===== src/rtl/safe_cracker_if.sv =====
// rtl/safe_cracker_if.sv - code-entry link between the cracker (master) and the safe (slave)
interface safe_cracker_if #(
  parameter int W  = 10,
  parameter int HW = 4
);
  logic [W-1:0]  guess;
  logic          enter;
  logic [HW-1:0] hint;
  logic          locked;

  modport master (output guess, output enter, input hint, input locked);
  modport slave  (input guess, input enter, output hint, output locked);
endinterface


===== src/rtl/safe_cracker.sv =====
// rtl/safe_cracker.sv - recovers the safe password bit by bit from Hamming-distance hints
module safe_cracker #(
  parameter int W            = 10,
  parameter int HW           = 4,
  parameter int SETTLE       = 2,
  parameter int ENTER_CYCLES = 4,
  parameter int TIMEOUT      = 16
) (
  input  logic                   clk,
  input  logic                   RESETN,
  input  logic                   start,
  safe_cracker_if.master         safe,
  output logic                   busy,
  output logic                   done,
  output logic                   fail,
  output logic [$clog2(W+2)-1:0] probes
);
  localparam int PW   = $clog2(W + 2);
  localparam int IW   = (W > 1) ? $clog2(W) : 1;
  localparam int HX   = HW + 1;
  localparam int CMAX = (SETTLE > ENTER_CYCLES)
                        ? ((SETTLE > TIMEOUT) ? SETTLE : TIMEOUT)
                        : ((ENTER_CYCLES > TIMEOUT) ? ENTER_CYCLES : TIMEOUT);
  localparam int CW   = $clog2(CMAX + 1);

  localparam logic [CW-1:0] SETTLE_C     = CW'(SETTLE);
  localparam logic [CW-1:0] SETTLE_LAST  = CW'(SETTLE - 1);
  localparam logic [CW-1:0] ENTER_LAST   = CW'(ENTER_CYCLES - 1);
  localparam logic [CW-1:0] TIMEOUT_LAST = CW'(TIMEOUT - 1);
  localparam logic [HX-1:0] W_X          = HX'(W);
  localparam logic [IW-1:0] IDX_LAST     = IW'(W - 1);

  typedef enum logic [3:0] {
    S_IDLE, S_BASE, S_FLIP, S_WAIT, S_EVAL, S_SUBMIT, S_CHECK, S_DONE, S_FAIL
  } state_t;

  state_t        state;
  logic [W-1:0]  guess_q;
  logic          enter_q;
  logic [IW-1:0] idx;
  logic [HW-1:0] best;
  logic [CW-1:0] cnt;

  logic [HX-1:0] h_x, best_m1, best_p1;
  logic          hint_bad, keep, revert;
  logic [HW-1:0] best_after;
  logic [PW-1:0] probes_inc;

  assign safe.guess = guess_q;
  assign safe.enter = enter_q;

  // Hint arithmetic is done one bit wider so best+1 cannot wrap at the top of the range.
  assign h_x        = {1'b0, safe.hint};
  assign best_m1    = {1'b0, best} - HX'(1);
  assign best_p1    = {1'b0, best} + HX'(1);
  assign hint_bad   = (h_x > W_X);
  assign keep       = (h_x == best_m1);
  assign revert     = (h_x == best_p1);
  assign best_after = keep ? safe.hint : best;
  assign probes_inc = (probes == '1) ? probes : probes + PW'(1);

  always_ff @(posedge clk or negedge RESETN) begin
    if (!RESETN) begin
      state   <= S_IDLE;
      guess_q <= '0;
      enter_q <= 1'b0;
      busy    <= 1'b0;
      done    <= 1'b0;
      fail    <= 1'b0;
      probes  <= '0;
      idx     <= '0;
      best    <= '0;
      cnt     <= '0;
    end else begin
      case (state)
        S_IDLE, S_DONE, S_FAIL: begin
          if (start) begin
            guess_q <= '0;
            done    <= 1'b0;
            fail    <= 1'b0;
            probes  <= '0;
            idx     <= '0;
            cnt     <= '0;
            busy    <= 1'b1;
            state   <= S_BASE;
          end
        end
        S_BASE: begin
          if (cnt != SETTLE_C) begin
            cnt <= cnt + CW'(1);
          end else begin
            probes <= probes_inc;
            best   <= safe.hint;
            cnt    <= '0;
            if (hint_bad) begin
              fail  <= 1'b1;
              busy  <= 1'b0;
              state <= S_FAIL;
            end else if (safe.hint == '0) begin
              enter_q <= 1'b1;
              state   <= S_SUBMIT;
            end else begin
              state <= S_FLIP;
            end
          end
        end
        S_FLIP: begin
          guess_q[idx] <= ~guess_q[idx];
          cnt          <= '0;
          state        <= (SETTLE == 0) ? S_EVAL : S_WAIT;
        end
        S_WAIT: begin
          if (cnt == SETTLE_LAST) begin
            cnt   <= '0;
            state <= S_EVAL;
          end else begin
            cnt <= cnt + CW'(1);
          end
        end
        S_EVAL: begin
          probes <= probes_inc;
          // A single flipped bit can only move the distance by exactly one.
          if (hint_bad || !(keep || revert)) begin
            fail  <= 1'b1;
            busy  <= 1'b0;
            state <= S_FAIL;
          end else begin
            if (revert) guess_q[idx] <= ~guess_q[idx];
            best <= best_after;
            if (best_after == '0) begin
              enter_q <= 1'b1;
              cnt     <= '0;
              state   <= S_SUBMIT;
            end else if (idx == IDX_LAST) begin
              fail  <= 1'b1;
              busy  <= 1'b0;
              state <= S_FAIL;
            end else begin
              idx   <= idx + IW'(1);
              state <= S_FLIP;
            end
          end
        end
        S_SUBMIT: begin
          if (cnt == ENTER_LAST) begin
            enter_q <= 1'b0;
            cnt     <= '0;
            state   <= S_CHECK;
          end else begin
            cnt <= cnt + CW'(1);
          end
        end
        S_CHECK: begin
          if (!safe.locked) begin
            done  <= 1'b1;
            busy  <= 1'b0;
            state <= S_DONE;
          end else if (cnt == TIMEOUT_LAST) begin
            fail  <= 1'b1;
            busy  <= 1'b0;
            state <= S_FAIL;
          end else begin
            cnt <= cnt + CW'(1);
          end
        end
        default: state <= S_IDLE;
      endcase
    end
  end
endmodule


===== src/flat_wrapper.sv =====
// flat-port wrapper written by rule: the top's interface ports become plain ports
module safe_cracker_flat 
#(
  parameter int W            = 10,
  parameter int HW           = 4,
  parameter int SETTLE       = 2,
  parameter int ENTER_CYCLES = 4,
  parameter int TIMEOUT      = 16
)
  (clk, RESETN, start, busy, done, fail, probes, safe_guess, safe_enter, safe_hint, safe_locked);
  safe_cracker_if #(.W(W), .HW(HW)) safe_i ();
  input  logic clk;
  input  logic RESETN;
  input  logic start;
  output logic busy;
  output logic done;
  output logic fail;
  output logic [$clog2(W+2)-1:0] probes;
  output wire logic [$bits(safe_i.guess)-1:0] safe_guess;
  output wire logic [$bits(safe_i.enter)-1:0] safe_enter;
  input wire logic [$bits(safe_i.hint)-1:0] safe_hint;
  input wire logic [$bits(safe_i.locked)-1:0] safe_locked;
  assign safe_guess = safe_i.guess;
  assign safe_enter = safe_i.enter;
  assign safe_i.hint = safe_hint;
  assign safe_i.locked = safe_locked;
  safe_cracker #(.W(W), .HW(HW), .SETTLE(SETTLE), .ENTER_CYCLES(ENTER_CYCLES), .TIMEOUT(TIMEOUT)) u_core (.clk(clk), .RESETN(RESETN), .start(start), .safe(safe_i), .busy(busy), .done(done), .fail(fail), .probes(probes));
endmodule

===== config.mk =====
export PLATFORM = sky130hd
export DESIGN_NAME = safe_cracker_flat
export DESIGN_NICKNAME = d
export VERILOG_FILES = /design/src/rtl/safe_cracker_if.sv /design/src/rtl/safe_cracker.sv /design/src/flat_wrapper.sv
export SDC_FILE = /design/constraint.sdc
export NUM_CORES = 1
export LEC_CHECK = 0
export CAP_MARGIN = 20
export CORE_MARGIN = 4
export CORE_UTILIZATION = 25
export CTS_CLUSTER_DIAMETER = 120
export DETAILED_ROUTE_END_ITERATION = 16
export GPL_ROUTABILITY_DRIVEN = 0
export PLACE_DENSITY_LB_ADDON = 0.2
export SYNTH_ARGS = -nofsm -noshare
export SYNTH_HDL_FRONTEND = slang
export SYNTH_SLANG_ARGS = --single-unit
export TNS_END_PERCENT = 100

===== constraint.sdc =====
create_clock -name clk -period 5.1 [get_ports clk]
set_input_delay 1.02 -clock clk [delete_from_list [all_inputs] [get_ports clk]]
set_output_delay 1.02 -clock clk [all_outputs]
set_load 0.01 [all_outputs]

==> results of run 1 <==
area by class of cell:
class,count,area [sq um]
Fill cell,1089,7168
Multi-Input combinational cell,236,1620
Tap cell,136,170.2
Timing Repair Buffer,25,245.2
Sequential cell,35,875.8
Clock inverter,1,5.005
Clock buffer,6,82.58
Inverter,17,63.81
registers in the layout, indices dropped and copies added (netlist names), 4 cells and up:
register / cells
u_core.safe.guess: 10
u_core.best: 4
u_core.probes: 4
u_core.idx: 4
u_core.state: 4
u_core.cnt: 5
logic make-up after synthesis:
family          after synthesis
compound gates               87
flops                        35
simple gates                115
mux                          12
buf+inv                      31
xor+xnor                     11
fa+ha+maj                    11
metrics by stage:
stage	hold WS, ps	setup WS [ps]	instances
after CTS	513.1	1618	456
after floorplan	516.2	2219	302
final	506.3	1645	456
after global routing	546.3	1492	456
after global placement	490.4	1332	449
after detailed placement	495.6	1305	449
worst paths after layout:
path / to / slack [ps] / from
worst max register to register: u_core.safe.guess[3] / 1980 / u_core.cnt[0]
worst min-delay path: u_core.done / 510 / u_core.done
max in group asynchronous: u_core.probes[0] / 3710 / RESETN
worst min register to register: u_core.done / 510 / u_core.done
worst max-delay path: u_core.idx[1] / 1650 / safe_hint[3]
min in group asynchronous: u_core.safe.guess[7] / 840 / RESETN
per-layer routing:
metal	track usage (%)	share of wire [%]	routed length, microns
met4	3.254	1.2	87
met3	2.388	4.2	305
met5	0	0	0
met2	19.54	46	3305
met1	18.11	49	3489
worst register-to-register path, cell delays in order, from the launching register on:
cell      delay, ps
dfrtp_1         460
inv_1            90
ha_1            220
nor4b_1         530
nand4_1         170
a221oi_1        550
a21boi_1        360
or3_1           430
a32o_1          210
placed cells by master (no fill, tap or decap), types with 4 or more instances in the layout:
| cell | n |
|---|---|
| dfrtp_1 | 35 |
| nor2_1 | 24 |
| clkdlybuf4s50_1 | 24 |
| nand2_1 | 22 |
| a21oi_1 | 19 |
| inv_1 | 16 |
| o21ai_0 | 16 |
| nor3_1 | 12 |
| ha_1 | 11 |
| or3_1 | 10 |
| nand3_1 | 9 |
| a32o_1 | 8 |
| o22ai_1 | 7 |
| xnor2_1 | 6 |
| mux2i_1 | 6 |
| clkbuf_8 | 6 |
| nand2b_1 | 5 |
| nand4_1 | 4 |
| nor4_1 | 4 |
| o31ai_1 | 4 |
| mux2_2 | 4 |
where the power goes:
group	switching, uW	leakage, uW	internal [uW]
clock	109	0.0000470	106
combinational	512	0.000739	369
sequential	129	0.000464	340
==> metrics.md, run 1 <==
| Metric | Value |
|---|---|
| Run status | `finished clean` |
| Xor/xnor cell area share of the yosys netlist | `between 4 and 5%` |
| Total power | `1566 uW` |
| Die width | `110.3 microns` |
| Worst R2R Path Depth | `8` |
| Hold Crit Depth | `2` |
| Worst path bufs/invs | `1` |
| Crit share post-route | `67.74%` |
| Least-Margin Pin Slew | `about 870 ps` |
| DRC viols | `0` |
| Relative slew margins | `41.95%` |
| I/O pins | `26` |
| Critical Path RT | `5270 ps` |
| Syn Nets | `321` |
| Worst path cell trace | `clkdlybuf4s50_1 -> xor2_2 -> xor2_1 -> or4b_1 -> o211ai_1 -> nand3_1 -> mux2_2` |
| Largest family of logic cells by synthesized area | `simple AND/OR/NAND/NOR gates` |
| Worst hold-check path type | `register to register` |
| Power Dens Cells | `511.3 nW/um^2` |
| Synth warn | `0` |
| Ant diodes | `0` |
| Synth top area cells | `dfrtp_1 (34%), ha_1 (5.3%), a21oi_1 (3.6%), nor2_1 (3.4%), nand2_1 (3.2%)` |
| CTS Buf Count | `5` |
| Vias in the first global route | `2,344` |
| Iter 0 DRT Violations | `118` |
| Row cnt | `37` |
| Post-Place Cell Area | `approximately 3000 sq um` |
| First-pass GRT wire length | `12,160 microns` |
| Initial core utilization | `25.55%` |
| Initial DRT Pass Iterations | `4` |
| Top cell type's share of synthesized area | `33.51%` |
| Hpwl dp | `5238 microns` |
| DR vias | `2,382` |
| Clock net sink count | `35` |
| Min Tclk post-route | `3455 ps` |
| Critical path's largest stage delay | `590 ps` |
| Die Y | `approximately 110 microns` |
| CTS Hold Buffers Added | `0` |
| Post-cts sizing count | `0` |
| Largest net degree at the start of global routing | `36` |
| Clock Latency Late Sink | `290 ps` |
| Yosys cell types | `a little over 60` |
| Simple-Gate Fraction of Synth Area | `23.70%` |
| Vias per cell | `about 5.2` |
| Core Area | `10,230 sq um` |
| Clk slew on worst S/H paths | `70 ps` |
| Post-synth top flop | `dfrtp_1` |
| Max FO, Critical Path | `7` |
| Fin area | `3063 sq um` |
| Fin nets | `339` |
| Maximum VDD drop | `approximately 0.00018 V` |
| Fin util | `29.94%` |
| Layout cells sized above 1 | `7.813%` |
| Crit-path leading delay family | `simple AND/OR/NAND/NOR gates` |
| CP Depth | `7` |
| # port buffers | `25` |
| Critical path launch point type | `input port` |
| Initial antenna violation count | `0` |
| Yosys reg bits | `35` |
| Longest Clk Path Bufs | `2` |
| Fin. Hold Viols | `0` |
| Slowest stage cell, crit path | `or4b_1` |
| RSZ-0062 raised after global routing | `false` |
| Post-DR wirelength/cell | `15.76 microns` |
| Congestion Overflow GR | `0` |
| Root buffer cell | `clkbuf_8` |
| Post-CTS Setup Inserts | `0` |
| Final Setup Violations | `0` |
| Max Slew Vio Count | `0` |
| Yosys top cell by area | `dfrtp_1` |
| Most frequent cells after synthesis | `dfrtp_1 (35), nor2_1 (24), nand2_1 (22)` |
| Area Overhead vs Synth | `17.19%` |
| Die ar. | `12,160 sq um` |
| Crit path DAT | `3630 ps` |
| Setup TNS | `0 ps` |
| H-tree depth | `2` |
| Mux cell area share after synthesis | `5.744%` |
| FMAX | `around 0.29 GHz` |
| GRT Total Usage | `12.64%` |
| Crit. End Element | `register` |
| Top-count cell post-synth | `dfrtp_1` |
| Static leakage power | `~0.0013 uW` |
| Mapped Area | `2614 sq um` |
| Critical path type | `input port to register` |
| Syn Inst Count | `302` |
| Avg Cell Area, Syn | `around 8.7 sq um` |
| Synth Area in Compound Gates | `23.03%` |
| Skew final | `10.87 ps` |
| Total Wirelength | `7187 microns` |
| CTS tree | `built` |
| EDFF count, synth | `0` |
| Ys async rst share | `100.0%` |
| Final ANT Viol Nets | `0` |
| Sequential fraction of the synthesis area | `33.51%` |
| MaxCap Viol Count | `0` |
| Adder-cell share of the synthesized area | `5.266%` |
No activity file was read; power rests on OpenSTA's default activity.
==> run 2: changes to the inputs <==
==> constraint.sdc (replaced) <==
create_clock -name clk -period 3.2 [get_ports clk]
set_input_delay 0.64 -clock clk [delete_from_list [all_inputs] [get_ports clk]]
set_output_delay 0.64 -clock clk [all_outputs]
set_load 0.01 [all_outputs]
==> metrics.md, run 2 (synthesized netlist as in run 1, its figures left out) <==
| Metric | Value |
|---|---|
| Commonest cells after routing, fill and taps aside | `dfrtp_1 (35), nor2_1 (24), clkdlybuf4s50_1 (24) (unchanged)` |
| RSZ-0062 raised after global routing | `false (unchanged)` |
| Crit path DAT | `3010 ps (was 3630 ps)` |
| Iter 0 DRT Violations | `136 (was 118)` |
| Combinational share of power | `60.6% (was 56.3%)` |
| Row cnt | `37 (unchanged)` |
| Initial antenna violation count | `0 (unchanged)` |
| Power Dens Cells | `806.4 nW/um^2 (was 511.3 nW/um^2)` |
| # port buffers | `25 (unchanged)` |
| Most common cell after layout, fill and taps aside | `dfrtp_1 (unchanged)` |
| Min Tclk post-route | `2816 ps` |
| Congestion Overflow GR | `0 (unchanged)` |
| Clock Latency Late Sink | `300 ps (was 290 ps)` |
| Post-cts sizing count | `0 (unchanged)` |
| Relative slew margins | `43.64% (was 41.95%)` |
| GRT Total Usage | `12.93% (was 12.64%)` |
| Critical path launch point type | `input port (unchanged)` |
| Met2 Routed Length | `3208 microns (was 3305 microns)` |
| Die Y | `110.3 microns (unchanged)` |
| Crit. End Element | `register (unchanged)` |
| H-tree depth | `2 (unchanged)` |
| Sw power | `1197 uW (was 750.7 uW)` |
| Maximum VDD drop | `0.0002125 V (was 0.0001827 V)` |
| Max reg flops | `10 (unchanged)` |
| Reg-to-reg slack, setup | `460 ps (was 1980 ps)` |
| Initial DRT Pass Iterations | `4 (unchanged)` |
| Vias in the first global route | `2,415 (was 2,344)` |
| Max FO, Critical Path | `5 (was 7)` |
| Ant diodes | `0 (unchanged)` |
| CTS Hold Buffers Added | `0 (unchanged)` |
| Initial core utilization | `25.55% (unchanged)` |
| # fillers | `1,073 (was 1,089)` |
| Fin. Hold Viols | `0 (unchanged)` |
| Total Wirelength | `7123 microns (was 7187 microns)` |
| Worst path cell trace | `clkdlybuf4s50_1 -> xor2_1 -> nand3_1 -> or4_1 -> and3_4 -> or4_4 -> mux2i_1 (was clkdlybuf4s50_1 -> xor2_2 -> xor2_1 -> or4b_1 -> o211ai_1 -> nand3_1 -> mux2_2)` |
| Layout cells sized above 1 | `11.64% (was 7.813%)` |
| Clock power share | `13.0% (was 13.8%)` |
| Least-Margin Pin Slew | `845.4 ps (was 870.7 ps)` |
| Clock net sink count | `35 (unchanged)` |
| Worst hold-check path type | `input port to async pin (was register to register)` |
| Setup TNS | `0 ps (unchanged)` |
| Inst Count DP | `463 (was 449)` |
| Core Area | `10,230 sq um (unchanged)` |
| Die width | `110.3 microns (unchanged)` |
| Critical path's largest stage delay | `560 ps (was 590 ps)` |
| I/O pins | `26 (unchanged)` |
| DRC viols | `0 (unchanged)` |
| DR vias | `2,407 (was 2,382)` |
| Die ar. | `12,160 sq um (unchanged)` |
| Sw frac | `46.88% (was 47.94%)` |
| Final ANT Viol Nets | `0 (unchanged)` |
| Fin nets | `353 (was 339)` |
| Top sig layer | `met4 (unchanged)` |
| Max Slew Vio Count | `0 (unchanged)` |
| CTS Buf Count | `5 (unchanged)` |
| Clk slew on worst S/H paths | `80 ps (was 70 ps)` |
| Post-CTS Setup Inserts | `0 (unchanged)` |
| Area Overhead vs Synth | `21.11% (was 17.19%)` |
| Crit share post-route | `88.01%` |
| Critical Path RT | `3390 ps (was 5270 ps)` |
| Longest Clk Path Bufs | `2 (unchanged)` |
| Largest net degree at the start of global routing | `36 (unchanged)` |
| CTS tree | `built (unchanged)` |
| Hpwl dp | `5339 microns (was 5238 microns)` |
| Sequential Power Share | `26.4% (was 30.0%)` |
| Critical path type | `input port to register (unchanged)` |
| FMAX | `around 0.36 GHz` |
| Slowest stage cell, crit path | `clkdlybuf4s50_1 (was or4b_1)` |
| Post-DR wirelength/cell | `15.12 microns (was 15.76 microns)` |
| First-pass GRT wire length | `12,320 microns (was 12,160 microns)` |
| Root buffer cell | `clkbuf_8 (unchanged)` |
| Skew final | `9.052 ps (was 10.87 ps)` |
| Final Setup Violations | `0 (unchanged)` |
| Internal power | `1356 uW (was 815.2 uW)` |
| Static leakage power | `0.001315 uW (was 0.001250 uW)` |
| Final std cells w/o fill | `471 (was 456)` |
| MaxCap Viol Count | `0 (unchanged)` |
| Run status | `finished clean (unchanged)` |
| Post-Route M1 WL | `3532 microns (was 3489 microns)` |
| Vias per cell | `5.110 (was 5.224)` |
| WL met3 | `285 microns (was 305 microns)` |
## run 2: cell count changes in the layout (fill, tap and decap cells not counted)
| cell | before | now |
|---|---|---|
| clkbuf_8 | 6 | 5 |
| clkbuf_1 | 0 | 1 |
| buf_4 | 0 | 14 |
| clkinvlp_4 | 0 | 1 |
## run 2: stage by stage
stage	setup slack (ps)	power [uW]	area (sq um)	utilization [%]	hold WS (ps)
floorplan	680.8	1733	2614	-	344.4
global placement	113.7	2242	3080	30.11	480.5
detailed placement	104.2	2228	3080	30.11	473.4
CTS	400.4	2580	3166	30.94	492.5
global route	179.9	2821	3166	30.94	512.5
finish	383.5	2553	3166	30.94	442.1
## run 2: final cells by class
cell class              instances  area, sq um  area share [%]
clock inverters                 2        12.51          0.3953
multi-input cells             236         1620           51.19
clock buffers                   6        72.57           2.292
repair buffers                 39        350.3           11.07
flip-flops and latches         35        875.8           27.67
well taps                     136        170.2           5.375
inverters                      17        63.81           2.016
## run 2: final timing paths
path / cells past startpoint / from / end
max: 7 / safe_hint[1] / u_core.idx[2]
max in group asynchronous: 1 / RESETN / u_core.cnt[4]
min: 1 / RESETN / u_core.safe.guess[0]
min in group clk: 2 / u_core.done / u_core.done
max reg2reg: 8 / u_core.best[0] / u_core.idx[2]
min reg2reg: 2 / u_core.done / u_core.done
## run 2: per-layer routing
layer	track usage, %	vias up
li1	-	1190
met5	0	-
met2	19.84	48
met3	2.912	8
met4	4.046	0
met1	18.05	1161
## run 2: worst max-delay path: cells and delay by family
family                 cells  cell delay (ps)
AND/OR/NAND/NOR            4             1440
buffers and inverters      1              560
XOR/XNOR                   1              240
multiplexers               1              130
## run 2: power groups by stage
stage | Clock (uW) | Combinational (uW) | Sequential [uW]
after floorplan | 0 | 1090 | 638
after global placement | 0 | 1560 | 685
after detailed placement | 0 | 1540 | 684
after CTS | 348 | 1560 | 675
after global routing | 366 | 1760 | 698
final | 332 | 1550 | 674
